--- src/rtl/cmd12_request_gen.sv ---
// =============================================================================
// Module      : cmd12_request_gen
// Description : Counts completed data blocks of a multi-block transfer, writes
//               the decremented block count back, and requests an auto CMD12
//               once the last block is done.
//               Optional macro: SDHCI_CMD12_ON_ERROR_EN (request CMD12 on a
//               data error).
// Revision    : 1.0 - initial release
// =============================================================================
`default_nettype none

module cmd12_request_gen #(
    parameter int CountWidth = 16
) (
    input  logic                  clk_i,
    input  logic                  rst_ni,
    input  logic                  cmd_started_i,
    input  logic                  cmd_data_present_i,
    input  logic                  auto_cmd12_enable_i,
    input  logic                  multi_block_i,
    input  logic                  block_count_enable_i,
    input  logic [CountWidth-1:0] block_count_i,
    input  logic                  block_done_i,
    input  logic                  data_error_i,
    input  logic                  abort_i,
    input  logic                  rsp_done_i,
    output logic                  request_cmd12_o,
    output logic [CountWidth-1:0] block_count_d_o,
    output logic                  block_count_de_o,
    output logic                  active_o
);

    typedef enum logic [1:0] {
        IDLE     = 2'd0,
        COUNTING = 2'd1,
        REQUEST  = 2'd2,
        WAIT_RSP = 2'd3
    } state_e;

    state_e                state_q, state_d;
    logic [CountWidth-1:0] count_q, count_d;
    logic [CountWidth-1:0] bc_wb_q, bc_wb_d;
    logic                  bc_de_q, bc_de_d;
    logic                  request_q, request_d;
    logic                  stop_with_cmd12;
    logic                  start_ok;

    assign stop_with_cmd12 = auto_cmd12_enable_i & multi_block_i;
    // A zero count with counting enabled describes an empty transfer: never start it.
    assign start_ok = cmd_started_i & cmd_data_present_i &
                      ~(block_count_enable_i & (block_count_i == '0));

    always_comb begin
        state_d = state_q;
        count_d = count_q;
        bc_wb_d = bc_wb_q;
        bc_de_d = 1'b0;

        unique case (state_q)
            IDLE: begin
                if (start_ok) begin
                    state_d = COUNTING;
                    count_d = block_count_i;
                end
            end
            COUNTING: begin
                if (data_error_i) begin
`ifdef SDHCI_CMD12_ON_ERROR_EN
                    state_d = stop_with_cmd12 ? REQUEST : IDLE;
`else
                    state_d = IDLE;
`endif
                end else if (block_done_i && block_count_enable_i && (count_q != '0)) begin
                    count_d = count_q - CountWidth'(1);
                    bc_wb_d = count_d;
                    bc_de_d = 1'b1;
                    if (count_d == '0) begin
                        state_d = stop_with_cmd12 ? REQUEST : IDLE;
                    end
                end
            end
            REQUEST: begin
                state_d = WAIT_RSP;
            end
            WAIT_RSP: begin
                if (rsp_done_i) begin
                    state_d = IDLE;
                end
            end
            default: begin
                state_d = IDLE;
            end
        endcase

        // Abort wins over everything sampled in the same cycle.
        if (abort_i) begin
            state_d = IDLE;
            count_d = count_q;
            bc_wb_d = bc_wb_q;
            bc_de_d = 1'b0;
        end
    end

    // Request flop is high exactly while the state register holds REQUEST.
    assign request_d = (state_d == REQUEST);

    always_ff @(posedge clk_i or negedge rst_ni) begin
        if (!rst_ni) begin
            state_q   <= IDLE;
            count_q   <= '0;
            bc_wb_q   <= '0;
            bc_de_q   <= 1'b0;
            request_q <= 1'b0;
        end else begin
            state_q   <= state_d;
            count_q   <= count_d;
            bc_wb_q   <= bc_wb_d;
            bc_de_q   <= bc_de_d;
            request_q <= request_d;
        end
    end

    assign request_cmd12_o  = request_q;
    assign block_count_d_o  = bc_wb_q;
    assign block_count_de_o = bc_de_q;
    assign active_o         = (state_q != IDLE);

endmodule

`default_nettype wire

--- config.mk ---
export PLATFORM = sky130hd
export DESIGN_NAME = cmd12_request_gen
export DESIGN_NICKNAME = d
export VERILOG_FILES = /design/src/rtl/cmd12_request_gen.sv
export SDC_FILE = /design/constraint.sdc
export NUM_CORES = 1
export LEC_CHECK = 0
export CAP_MARGIN = 5
export CORE_UTILIZATION = 52
export CTS_BUF_LIST = sky130_fd_sc_hd__clkbuf_8
export DETAILED_ROUTE_END_ITERATION = 8
export PLACE_DENSITY = 0.92
export SLEW_MARGIN = 15
export SYNTH_ARGS = -nofsm -noshare
export SYNTH_HDL_FRONTEND = slang
export SYNTH_SLANG_ARGS = --single-unit
--- constraint.sdc ---
create_clock -name clk_i -period 3.2 [get_ports clk_i]
set_input_delay 0.64 -clock clk_i [delete_from_list [all_inputs] [get_ports clk_i]]
set_output_delay 0.64 -clock clk_i [all_outputs]
set_load 0.02 [all_outputs]
After elaboration in Yosys (flattened, before gate mapping)
Index checks and enable logic that the tools add are counted.
- register bits after elaboration: 36
- bits of input ports: 27
- output and inout port bits: 19
- logic and storage cells: 46
- $add $sub $neg: 1
- eq/ne operators: 7
- muxes and demuxes: 16
- bitwise gates (word level): 7
- reduce and logical (&&, ||, !) cells: 10
- operator list (kind ; count):
    $mux 16 ; 3
    $logic_not 16->1 ; 2
    $pmux 16 s2 ; 1
    $reduce_bool 16->1 ; 1
    $sub 16x1->16 const B ; 1
    $mux 2 ; 7
    $pmux 2 s4 ; 1
    $eq 2x2->1 const B ; 3
    $ne 2x2->1 const B ; 3
    $reduce_and 5->1 ; 1
    $and 1x1->1 ; 4
    $mux 1 ; 4
    $reduce_and 4->1 ; 1
    $reduce_bool 2->1 ; 2
    $not 1->1 ; 3
    $eq 2x1->1 const B ; 1
    $logic_and 1x1->1 ; 2
    $logic_not 2->1 ; 1

Depth between registers and ports, before layout
- depth in word-level cells: 8
- gate-level depth with buffers: 10
- depth with buffers taken out: 8

Least setup slack after synthesis
No wires, ideal clock.
- path kind: register -> register
- start point: register count_q[0]
- end point: register state_q[0]
- setup time: 0.124 ns
- arrival time: 2.352 ns
- required time: 3.076 ns
- setup slack: 0.724 ns
- cell stages (with the launch flop): 10
- buffers on the path: 1
- period minus slack after synthesis: 2.476 ns
- cell sequence: dfrtp_1 -> inv_1 -> ha_1 -> buf_2 -> or4b_4 -> or4b_1 -> o21ai_1 -> a22oi_1 -> a211o_1 -> o31a_1
- cells in the longest elaborated chain, start to end: 7
- elaborated cells between the ends (all ways): 9
- classes of those cells: add/sub (1); mux (5); reduce/logical (3)
- ends and longest elaborated chain (what ; line ; RTL):
    start: declaration ; 41 ; logic [CountWidth-1:0] count_q, count_d;
    start signal: assignment ; 116 ; count_q <= count_d;
    $sub 16x1->16 ; 74 ; count_d = count_q - CountWidth'(1);
    $logic_not 16->1 ; 77 ; if (count_d == '0) begin
    $mux 2 ; 77 ;
    $mux 2 (*) ; 73 ; end else if (block_done_i && block_count_enable_i && (count_q != '0)) begin
    $mux 2 (*) ; 67 ; if (data_error_i) begin
    $pmux 2 s4 (*) ; 59 ; unique case (state_q)
    $mux 2 (*) ; 96 ; if (abort_i) begin
    via state_d[0] ; 40 ; state_e state_q, state_d;
    end signal: assignment ; 115 ; state_q <= state_d;
    end: declaration ; 40 ;
Mark *: on every way through the listed nets, which the timed path passes. The rest lies on a longest branch.
A chain may end at the register's enable or synchronous reset.

Worst setup path in the final report
Ends and elaborated chain as after synthesis.

==> flow_summary_export.csv <==
group,metric,value,unit
timing,setup_ws,0.407,ns
clocking,htree_levels,2,
clocking,cts_repair_resize_count,0,
yosys,post-synth-top-area-fraction,42.8,%
final_layout,n_fill_cell,299,
yosys,yosysWarnings,0,
timing,period_needed,2.79,ns
final_layout,final_nets,329,
worst_setup_path,critPathLaunchType,"register",
yosys,syn_nets,285,
worst_setup_path,path_cells,"inv_1 > ha_1 > nor4b_1 > nand2_1 > nor4_1 > xnor2_1 > nand3_1 > o31a_1",
worst_setup_path,critPathTopFamily,"simple AND/OR/NAND/NOR gates",
global_routing,overflow,0,
route,dr.pass1.iters,5,
power,power.leakage,1.04,nW
final_layout,regArea,901,um2
final_layout,multi_input_area,1120,um2
worst_setup_path,worstPathMaxFanout,9,
die,die_x,65.6,um
clocking,hold_buffers,0,
yosys,synth-edff-count,0,
global_routing,antenna_found_initial,0,
worst_setup_path,slowest_delay,0.47,ns
outcome,status,"complete, no violations",
timing,finalCritPeriodShare,87.3,%
route,via_per_inst,6.04,
route,drc,0,
yosys,synth-seq-area-share,42.8,%
yosys,syn_area,2110,um2
power,ir_drop,0.667,mV
timing,hold_viol_final,0,
worst_setup_path,crit_type,"register to register",
timing,worst_pin_slew,0.773,ns
yosys,avgSynthCellArea,8.23,um2
route,drt-total-wl,5.33,mm
clocking,path_clk_slew,0.07,ns
route,wl_per_cell,15.3,um
place,portBuffers,45,
global_routing,grt_max_degree,37,
yosys,synth_common_cells,"36 x dfrtp_1, 35 x a21oi_1, 33 x nor2_1",
yosys,async_flop_share,100,%
clocking,numClockSinks,36,
place,gp_congestion,0.948,
die,start_util,55.8,%
worst_setup_path,critPathBufInv,1,
clocking,clk_path_buf_depth,2,
timing,rsz0062_at_grt,"no",
global_routing,grt_usage,27.8,%
route,vias,2109,
worst_setup_path,r2r_cells,8,
worst_setup_path,cp.required,3.38,ns
timing,relSlewSlack,48.4,%
final_layout,diodes,0,
timing,setup_viol,0,
place,dpl.hpwl,3.80,mm
clocking,post_cts_buffers,0,
final_layout,drive_above_1_share,7.31,%
power,p_per_area,773,nW/um2
worst_setup_path,crit_slowest_cell,"nor4_1",
route,drtAntennaViolNets,0,
die,die_y,65.6,um
yosys,synth_cell_type_count,44,
global_routing,grt_pass1_vias,2012,
yosys,synth_seq_cells,36,
place,pre_cts_ws,0.384,ns
final_layout,syn2layout_area_growth,28.2,%
clocking,clockRootBuffer,"clkbuf_8",
power,power,0.00209,W
timing,max_freq,0.358,GHz
yosys,synth_most_common_cell,"dfrtp_1",
die,dieArea,4310,um2
clocking,insertion_delay,0.30,ns
worst_setup_path,critical_path_depth,8,
die,core.rowCount,22,
yosys,synthCells,256,
worst_setup_path,crit_arrival,2.97,ns
worst_setup_path,worst_setup_path_end_kind,"register",
job,max-cap-violations,0,
route,dr.first_iter.drc_count,221,
hold_path,hold_class,"register to register",
global_routing,grt_pass1_wl,9.04,mm
yosys,synth_top_area_cell,"dfrtp_1",
clocking,cts_tree,"done",
timing,drv_slew,0,
yosys,synth_top_flop_cell,"dfrtp_1",
timing,fin_skew,0.00603,ns
yosys,synth_top_cells_by_area,"dfrtp_1 43%, a21oi_1 8.3%, nor2_1 5.9%, nand2_1 5.0%, o21ai_0 4.0%",
die,fp.coreArea,3770,um2
clocking,cts_buffers,5,
hold_path,min_path_cells,2,
die,pin_count,46,
timing,tns,0,ns
final_layout,final_util,71.6,%
registers in the layout, indices dropped and copies added, names as in the netlist:
signal,flops
request_cmd12_o,1
state_q,2
block_count_d_o,16
count_q,16
block_count_de_o,1
kinds of logic after synthesis:
logic type	after synthesis	synth area share, %
muxes	3	1.54
AOI/OAI and AO/OA	76	20.9
and+or+nand+nor	105	24.2
adders and majority gates	2	1.19
xor gates and xnor gates	12	4.99
DFF	36	42.8
buffers and inverters	22	4.40
path summary, 6_finish.rpt:
check	startpoint	end	slack, ns
max	count_q[0]	state_q[0]	0.41
min	block_count_d_o[7]	block_count_d_o[7]	0.53
max reg2reg	count_q[0]	state_q[0]	0.41
min reg2reg	block_count_d_o[7]	block_count_d_o[7]	0.53
max in group asynchronous	rst_ni	block_count_d_o[7]	2.12
min in group asynchronous	rst_ni	block_count_d_o[9]	0.76
cell type report:
type / count / area share (%)
repair buffers: 52 / 18.6
multi-input cells: 198 / 41.4
inverters: 7 / 0.973
well taps: 48 / 2.22
clock inverters: 2 / 0.371
clock buffers: 6 / 3.06
flip-flops and latches: 36 / 33.4
stage by stage:
stage	hold WS, ns	instances	area (um2)
2_1_floorplan	0.344	256	2110
3_3_place_gp	0.506	341	2610
3_5_place_dp	0.506	341	2610
4_1_cts	0.527	349	2700
5_1_grt	0.555	349	2700
6_report	0.525	349	2700
routing by layer:
metal  vias up  track usage [%]  share of wire (%)
met4         0             12.8                2.9
met3        23             7.47                7.7
li1        994                -                  -
met2       108             41.7                 45
met1       984             37.2                 45
met5         -                0                  0
power breakdown:
group | leakage [nW] | total, W | switching, W | internal (W)
sequential | 0.432 | 0.000871 | 0.000238 | 0.000633
combinational | 0.552 | 0.000876 | 0.000451 | 0.000425
clock | 0.0510 | 0.000341 | 0.000169 | 0.000172
total | 1.04 | 0.00209 | 0.000858 | 0.00123
tightest hold or removal path, delay by kind of cell (launching register included):
| kind | cells | cell delay [ns] |
|---|---|---|
| flip-flops | 1 | 0.34 |
| AO/OA/AOI/OAI | 1 | 0.10 |
| AND/OR/NAND/NOR | 1 | 0.05 |
cells in the final DEF, fill, tap and decap left out, types with 4 or more instances in the layout:
cell | Yosys | final
a21oi_1 | 35 | 35
a31oi_1 | 4 | 4
buf_4 | 0 | 7
clkbuf_8 | 0 | 6
clkdlybuf4s50_1 | 0 | 45
dfrtp_1 | 36 | 36
inv_1 | 7 | 7
nand2_1 | 28 | 28
nand2b_1 | 7 | 7
nand3_1 | 9 | 9
nor2_1 | 33 | 33
nor3_1 | 7 | 7
nor4_1 | 6 | 6
o21ai_0 | 17 | 17
o22ai_1 | 5 | 5
xnor2_1 | 8 | 8
xor2_1 | 4 | 4
No activity file was read; power rests on OpenSTA's default activity.
